**config.mk**
```make
export PLATFORM = sky130hd
export DESIGN_NAME = pwm_timebase
export DESIGN_NICKNAME = d
export VERILOG_FILES = /design/src/rtl/pwm_timebase.sv
export SDC_FILE = /design/constraint.sdc
export NUM_CORES = 1
export LEC_CHECK = 0
export CORE_UTILIZATION = 55
export DETAILED_ROUTE_END_ITERATION = 10
export PLACE_DENSITY = 0.8
export SYNTH_ARGS = -nofsm -noshare
export SYNTH_HDL_FRONTEND = slang
export SYNTH_SLANG_ARGS = --single-unit
```
**constraint.sdc**
```tcl
create_clock -name clock -period 7.15 [get_ports clock]
set_input_delay 0.715 -clock clock [delete_from_list [all_inputs] [get_ports clock]]
set_output_delay 0.715 -clock clock [all_outputs]
set_load 0.005 [all_outputs]
```
**src/rtl/pwm_timebase.sv**
```systemverilog
// pwm_timebase: prescaled sawtooth/triangle PWM counter with shadowed settings and boundary/peak strobes.
module pwm_timebase #(
  parameter int bitwidth = 10,
  parameter int prescaler_bitwidth = 8
) (
  input  logic                          clock,
  input  logic                          reset,
  input  logic                          enable,
  input  logic [prescaler_bitwidth-1:0] prescaler,
  input  logic [bitwidth-1:0]           period,
  input  logic                          center_aligned,
  output logic [bitwidth-1:0]           counter,
  output logic                          load_enable,
  output logic                          peak,
  output logic                          counting_down
);
  logic [prescaler_bitwidth-1:0] pre_q = '0, pre_d, sh_pre_q = '0, sh_pre_d;
  logic [bitwidth-1:0] cnt_q = '0, cnt_d, sh_per_q = '0, sh_per_d, nxt;
  logic load_q = 1'b0, load_d, peak_q = 1'b0, peak_d, down_q = 1'b0, down_d;
  logic sh_ca_q = 1'b0, sh_ca_d;
  logic tick, top, rise, fall, bound;
  always_comb begin
    tick = enable && pre_q == sh_pre_q;
    top = cnt_q == sh_per_q;
    rise = sh_ca_q ? !down_q && !top : !top;
    // a zero period never descends: it sits at 0 and strobes every tick
    fall = sh_ca_q && !rise && sh_per_q != '0;
    nxt = rise ? cnt_q + 1'b1 : fall ? cnt_q - 1'b1 : '0;
    bound = !rise && nxt == '0;
    pre_d = tick ? '0 : enable ? pre_q + 1'b1 : pre_q;
    cnt_d = tick ? nxt : cnt_q;
    down_d = tick ? fall && nxt != '0 : down_q;
    load_d = tick && bound;
    peak_d = tick && nxt == sh_per_q;
    sh_per_d = load_d ? period : sh_per_q;
    sh_pre_d = load_d ? prescaler : sh_pre_q;
    sh_ca_d = load_d ? center_aligned : sh_ca_q;
  end
  always_ff @(posedge clock) begin
    if (reset) begin
      pre_q <= '0;
      cnt_q <= '0;
      load_q <= 1'b0;
      peak_q <= 1'b0;
      down_q <= 1'b0;
      sh_per_q <= period;
      sh_pre_q <= prescaler;
      sh_ca_q <= center_aligned;
    end else begin
      pre_q <= pre_d;
      cnt_q <= cnt_d;
      load_q <= load_d;
      peak_q <= peak_d;
      down_q <= down_d;
      sh_per_q <= sh_per_d;
      sh_pre_q <= sh_pre_d;
      sh_ca_q <= sh_ca_d;
    end
  end
  assign counter = cnt_q;
  assign load_enable = load_q;
  assign peak = peak_q;
  assign counting_down = down_q;
endmodule

```
==> summary.md, run 1 <==
| Metric | Value |
|---|---|
| Remaining global-route overflow | 0 |
| Period utilization | 0.5008 |
| Syn. warnings | 0 |
| Clk_lat worst skew | 0.30 ns |
| Post-Syn Nets | 308 |
| Max Root-Sink Buffers | 2 |
| Power per cell area | 155.1 nW/µm² |
| Syn Inst Count | 283 |
| CP Max Fanout | 19 |
| Mux cell area share after synthesis | 0.02456 |
| Share of the synthesized area in the top cell type | 0.2286 |
| Critical path arrival | 3.53 ns |
| Mapped cell area | 2496 µm² |
| Worst Hold Class | reg -> reg |
| Placeable core area | 4354 µm² |
| Largest net degree at the start of global routing | 20 |
| Die X | 69.37 µm |
| Post-synthesis adder-cell area fraction | 0.01504 |
| Avg Inst Size Synth | 8.820 µm² |
| Critical path required time | 7.10 ns |
| Max-cap violations | 0 |
| Layout cell share with drive strength beyond 1 | 0.06472 |
| Worst-path clk slew | 0.08 ns |
| Yosys top cell by area | edfxtp_1 |
| Top Ports | 35 |
| Die area | 4812 µm² |
| Post-CTS setup buffer count | 0 |
| Largest family of logic cells by synthesized area | simple AND/OR/NAND/NOR gates |
| DR vias/cell | 6.343 |
| Period minus WS final | 3.581 ns |
| FMAX | 0.2793 GHz |
| CTS H-tree depth | 2 |
| TritonCTS clock tree | done |
| Root Driver | clkbuf_8 |
| Cell Area, Placed | 2839 µm² |
| Max-slew violation count | 0 |
| DRC Markers | 0 |
| Simple logic cell fraction of the synthesized area | 0.2561 |
| Ys flop type | dfxtp_1 |
| Reg-to-reg slack, setup | 3.57 ns |
| Total GRT Usage | 0.2668 |
| Clk_skew | 0.01247 ns |
| Row count | 24 |
| Worst relative slew slack | 0.4757 |
| Post-route cell area | 2924 µm² |
| Nets | 333 |
| Post-route ant nets | 0 |
| Starting Density | 0.5733 |
| Area Overhead vs Synth | 17.14% |
| Setup WS pre-CTS | 3.647 ns |
| CP Class | reg -> reg |
| Compound-Gate Fraction of Synth Area | 0.1368 |
| Final wirelength | 6.078 mm |
| Ranking of synthesized cells by area | edfxtp_1 23%, dfxtp_1 17%, xor2_1 8.1%, xnor2_1 5.3%, nor2_1 4.7% |
| Initial antenna violation count | 0 |
| CTS Hold Bufs | 0 |
| DR WL/cell | 16.84 µm |
| FILL cells | 380 |
| Dpl hpwl | 4.326 mm |
| RSZ-0062 raised after global routing | false |
| Post-synthesis sequential area ratio | 0.3970 |
| WHS Path Cells | 2 |
| Leak pwr | 1.057 nW |
| #FFs+latches synth | 40 |
| # setup viols final | 0 |
| Fin worst setup slack | 3.569 ns |
| Worst slew pin tran | 0.7827 ns |
| Total number of vias | 2,290 |
| VDD IR max | 147.3 µV |
| Inserted Diodes | 0 |
| Pre-antenna DRT Iters | 5 |
| Die Ht | 69.37 µm |
| Fin Setup TNS | 0 ns |
| Status | finished, final reports clean |
| Final hold violations | 0 |
| Vias in the first global route | 2,152 |
| Post-CTS Resized | 0 |
| Global-route wire length before repair | 10.07 mm |
| Post-Synth XOR/XNOR Area | 0.1333 |
| Yosys cell types | 48 |
| EDFF count, synth | 19 |
| DRT iter0 DRCs | 236 |
| Reg2Reg Depth | 7 |
| Clk sinks | 40 |
| Crit start category | flop |
| GPL Wtd Cong | 0.9666 |
| CTS Buf Count | 5 |
| Critical Path End Type | flop |
| Port-buffer cells | 34 |
| Util after Layout | 0.6716 |
| Asr flop ratio synth | 0 |
power by group:
part	internal [mW]	leakage (nW)	switching [mW]
Sequential	0.251	0.355	0.0113
Clock	0.0681	0.0412	0.0786
Combinational	0.0247	0.661	0.0200
cell usage in the layout (no fill, tap or decap), types with 4 or more instances in the layout:
master / instances
o21ai_0: 9
or3_1: 4
nor2_1: 31
nand3_1: 6
dfxtp_1: 21
nor3_1: 10
nand2_1: 26
or2_2: 5
edfxtp_1: 19
xor2_1: 23
nand4_1: 7
xnor2_1: 15
clkbuf_8: 5
nor4_1: 8
o2111ai_1: 4
mux2i_1: 5
and2_1: 5
clkdlybuf4s50_1: 34
and3_1: 4
or4_1: 5
a21oi_1: 13
Yosys cell counts (5+ instances only):
cell,n
nor2_1,31
nand2_1,26
xor2_1,23
dfxtp_1,21
edfxtp_1,19
clkbuf_1,15
xnor2_1,15
a21oi_1,13
nor3_1,10
o21ai_0,9
nor4_1,8
nand4_1,7
nand3_1,6
and2_1,5
mux2i_1,5
or2_2,5
or4_1,5
state kept, by name, indices dropped and copies added (netlist names):
register / cells
counter: 10
counting_down: 1
load_enable: 1
peak: 1
pre_q: 8
sh_ca_q: 1
sh_per_q: 10
sh_pre_q: 8
metal layers:
layer | routed length, µm | vias to the layer above | GRT usage
li1 | - | 1077 | -
met4 | 208 | 0 | 0.1134
met5 | 0 | - | 0
met2 | 2741 | 109 | 0.4261
met1 | 2613 | 1077 | 0.3546
met3 | 516 | 27 | 0.04942
worst max-delay path, cell delays in order, from the launching register on:
cell and delay, ns:
dfxtp_1 0.71, xor2_1 0.20, nor4_1 0.54, a31oi_1 0.39, o21ai_0 0.30, nand2_1 0.15, a2111oi_0 0.45, or2_2 0.47
cells by family after synthesis:
group | count (synthesis)
flip-flops | 40
buffers and inverters | 22
multiplexers | 6
AND/OR/NAND/NOR | 124
adder cells (fa/ha/maj) | 3
AO/OA/AOI/OAI | 50
XOR/XNOR | 38
area by class of cell:
cell class,instances,area [µm²],share of cell area
Multi-Input combinational cell,221,1413,0.4831
Sequential cell,40,991.0,0.3389
Timing Repair Buffer,36,355.3,0.1215
Clock buffer,6,72.57,0.02482
Tap cell,52,65.06,0.02225
Inverter,4,15.01,0.005135
Clock inverter,2,12.51,0.004279
metrics by stage:
step | power (mW) | instances | hold WS [ns]
after detailed placement | 0.3116 | 353 | 0.4736
after global placement | 0.3098 | 353 | 0.4851
after floorplan | 0.2907 | 283 | 0.4567
after global routing | 0.4701 | 361 | 0.5100
after CTS | 0.4543 | 361 | 0.4951
final | 0.4536 | 361 | 0.4882
final timing paths:
check                                                 from                          to
worst max-delay path               counter[2]$_SDFFE_PP0P_       sh_per_q[9]$_DFFE_PP_
worst min-delay path            counting_down$_SDFFE_PP0P_  counting_down$_SDFFE_PP0P_
worst max register to register     counter[2]$_SDFFE_PP0P_       sh_per_q[9]$_DFFE_PP_
worst min register to register  counting_down$_SDFFE_PP0P_  counting_down$_SDFFE_PP0P_
Note: power is estimated with default switching activity, not from simulation.
==> inputs of run 2 (changes only) <==
CORE_UTILIZATION = 49   (was 55)
PLACE_DENSITY = 0.76   (was 0.8)
clock period = 2.9 ns   (was 7.15 ns; I/O delays follow)
==> run 2 against run 1 <==
Net effect:
- clock power grew 150%
- critical path depth is 1 higher
- clock-buffer cell count is 1 higher
- sequential share of layout area decreased by 3.5 points
- die area increased by 12%
- setup slack lost 3.4 ns
- critical endpoint is now sh_per_q[6]$_DFFE_PP_
==> summary.md, run 2 (synthesis gave the netlist of run 1 again) <==
| Metric | Value |
|---|---|
| Status | finished, final reports clean (unchanged) |
| Worst slew pin tran | 0.4599 ns (was 0.7827 ns) |
| Final Non-Filler Cells | 413 (was 361) |
| Die Ht | 73.38 µm (was 69.37 µm) |
| Critical path required time | 2.91 ns (was 7.10 ns) |
| TritonCTS clock tree | done (unchanged) |
| GRT met3 Usage | 0.04801 (was 0.04942) |
| # placed instances | 405 (was 353) |
| Root Driver | clkbuf_8 (unchanged) |
| Critical Path Start | counter[2]$_SDFFE_PP0P_ (unchanged) |
| Worst-path clk slew | 0.08 ns (about the same) |
| GR Layer Usage met2 | 0.4270 (was 0.4261) |
| M1 GR Usage | 0.3609 (was 0.3546) |
| DR WL/cell | 16.08 µm (was 16.84 µm) |
| Remaining global-route overflow | 0 (unchanged) |
| CTS H-tree depth | 2 (unchanged) |
| Total number of vias | 2,363 (was 2,290) |
| Vias in the first global route | 2,091 (was 2,152) |
| Leak pwr | 1.249 nW (was 1.057 nW) |
| DRC Markers | 0 (unchanged) |
| Power per cell area | 349.2 nW/µm² (was 155.1 nW/µm²) |
| RSZ-0062 raised after global routing | false (unchanged) |
| CP Class | reg -> reg (unchanged) |
| Port-buffer cells | 34 (unchanged) |
| Clk sinks | 40 (unchanged) |
| Worst Hold Class | reg -> reg (unchanged) |
| Nets | 370 (was 333) |
| Dpl hpwl | 5.059 mm (was 4.326 mm) |
| Initial antenna violation count | 0 (unchanged) |
| GPL Wtd Cong | 0.9552 (was 0.9666) |
| Inserted Diodes | 0 (unchanged) |
| CTS Hold Bufs | 0 (unchanged) |
| Post-route ant nets | 0 (unchanged) |
| Most common cell after layout, fill and taps aside | buf_4 (was clkdlybuf4s50_1) |
| Clk_lat worst skew | 0.29 ns (was 0.30 ns) |
| Crit start category | flop (unchanged) |
| FMAX | 0.3609 GHz (was 0.2793 GHz) |
| Final hold violations | 0 (unchanged) |
| Total GRT Usage | 0.2645 (was 0.2668) |
| Reg2Reg Depth | 8 (was 7) |
| Max Root-Sink Buffers | 2 (unchanged) |
| Die X | 73.38 µm (was 69.37 µm) |
| Clk_skew | 0.006454 ns (was 0.01247 ns) |
| Reg2reg end | sh_per_q[6]$_DFFE_PP_ (was sh_per_q[9]$_DFFE_PP_) |
| FILL cells | 414 (was 380) |
| Post-route cell area | 3269 µm² (was 2924 µm²) |
| Reg-to-reg slack, setup | 0.13 ns (was 3.57 ns) |
| CP endpoint | sh_per_q[6]$_DFFE_PP_ (was sh_per_q[9]$_DFFE_PP_) |
| Critical path arrival | 2.78 ns (was 3.53 ns) |
| DR vias/cell | 5.722 (was 6.343) |
| Post-CTS setup buffer count | 0 (unchanged) |
| Layout cell share with drive strength beyond 1 | 0.1763 (was 0.06472) |
| Die area | 5384 µm² (was 4812 µm²) |
| Row count | 25 (was 24) |
| Area Overhead vs Synth | 30.98% (was 17.14%) |
| Global-route wire length before repair | 10.41 mm (was 10.07 mm) |
| Placeable core area | 4817 µm² (was 4354 µm²) |
| CTS Buf Count | 5 (unchanged) |
| Critical Path End Type | flop (unchanged) |
| DRT iter0 DRCs | 248 (was 236) |
| Area of the multi-input gates | 1435 µm² (was 1413 µm²) |
| # setup viols final | 0 (unchanged) |
| Final wirelength | 6.641 mm (was 6.078 mm) |
| Max-slew violation count | 0 (unchanged) |
| Most Crowded Layer GR | met2 (unchanged) |
| Starting Density | 0.5182 (was 0.5733) |
| Max-cap violations | 0 (unchanged) |
| Period utilization | 0.9553 (was 0.5008) |
| Cell Area, Placed | 3161 µm² (was 2839 µm²) |
| Largest net degree at the start of global routing | 17 (was 20) |
| Commonest cells after routing, fill and taps aside | 37 x buf_4, 34 x clkdlybuf4s50_1, 31 x nor2_1, 26 x nand2_1, 23 x xor2_1 (was 34 x clkdlybuf4s50_1, 31 x nor2_1, 26 x nand2_1, 23 x xor2_1, 21 x dfxtp_1) |
| CP Max Fanout | 16 (was 19) |
| Fin Setup TNS | 0 ns (unchanged) |
| Pre-antenna DRT Iters | 4 (was 5) |
| Worst relative slew slack | 0.6934 (was 0.4757) |
| VDD IR max | 369.6 µV (was 147.3 µV) |
| R2r startpoint | counter[2]$_SDFFE_PP0P_ (unchanged) |
| Period minus WS final | 2.770 ns (was 3.581 ns) |
| Top Ports | 35 (unchanged) |
| Reg area | 992.2 µm² (was 991.0 µm²) |
==> run 2: changes by cell type in the layout (fill, tap and decap cells not counted), sizes merged <==
| cell | change |
|---|---|
| clkbuf | +1 |
| clkinvlp | -1 |
| buf | +37 |
==> run 2: layer usage <==
metal	vias up	wire [µm]
met3	10	473
met5	-	0
met2	107	3083
li1	1145	-
met4	0	110
met1	1101	2972
==> run 2: final cells by class <==
| class | count | area share |
|---|---|---|
| Inverter | 4 | 0.004592 |
| Sequential cell | 40 | 0.3035 |
| Tap cell | 67 | 0.02564 |
| Timing Repair Buffer | 73 | 0.2013 |
| Clock buffer | 7 | 0.02334 |
| Multi-Input combinational cell | 221 | 0.4390 |
| Clock inverter | 1 | 0.002679 |
==> run 2: report_power, final <==
group          switching [mW]  internal [mW]
clock network           0.191          0.172
registers              0.0233          0.619
logic                  0.0617         0.0758
total                   0.275          0.866
==> run 2: worst min-delay path by stage <==
stage                                     from                    endpoint  depth (start not counted)
detailed placement  counting_down$_SDFFE_PP0P_  counting_down$_SDFFE_PP0P_                          2
CTS                 counting_down$_SDFFE_PP0P_  counting_down$_SDFFE_PP0P_                          2
floorplan                                reset      load_enable$_SDFF_PP0_                          1
finish              counting_down$_SDFFE_PP0P_  counting_down$_SDFFE_PP0P_                          2
global placement    counting_down$_SDFFE_PP0P_  counting_down$_SDFFE_PP0P_                          2
global route        counting_down$_SDFFE_PP0P_  counting_down$_SDFFE_PP0P_                          2
==> run 2: what timing repair did <==
action                                  CTS  global route
endpoints found under the hold margin     0             0
gates resized for setup                   0             6
endpoints found under the setup margin    0            19
==> run 2: stage by stage <==
step	util	setup WS, ns	total power, mW	hold slack, ns
global route	0.6787	0.007663	1.185	0.4929
CTS	0.6738	0.02028	1.145	0.4847
floorplan	-	0.01115	0.7166	0.3616
detailed placement	0.6561	0.04527	0.7885	0.4659
global placement	0.6561	0.07200	0.7859	0.4628
finish	0.6787	0.1295	1.142	0.4795
==> run 2: worst max-delay path, cell delays in order (launching register included) <==
cell	delay [ns]
dfxtp_1	0.36
or4_1	0.61
buf_4	0.19
o31ai_2	0.26
a211o_1	0.20
nand2_1	0.12
a2111oi_2	0.37
or2_2	0.21
buf_12	0.15
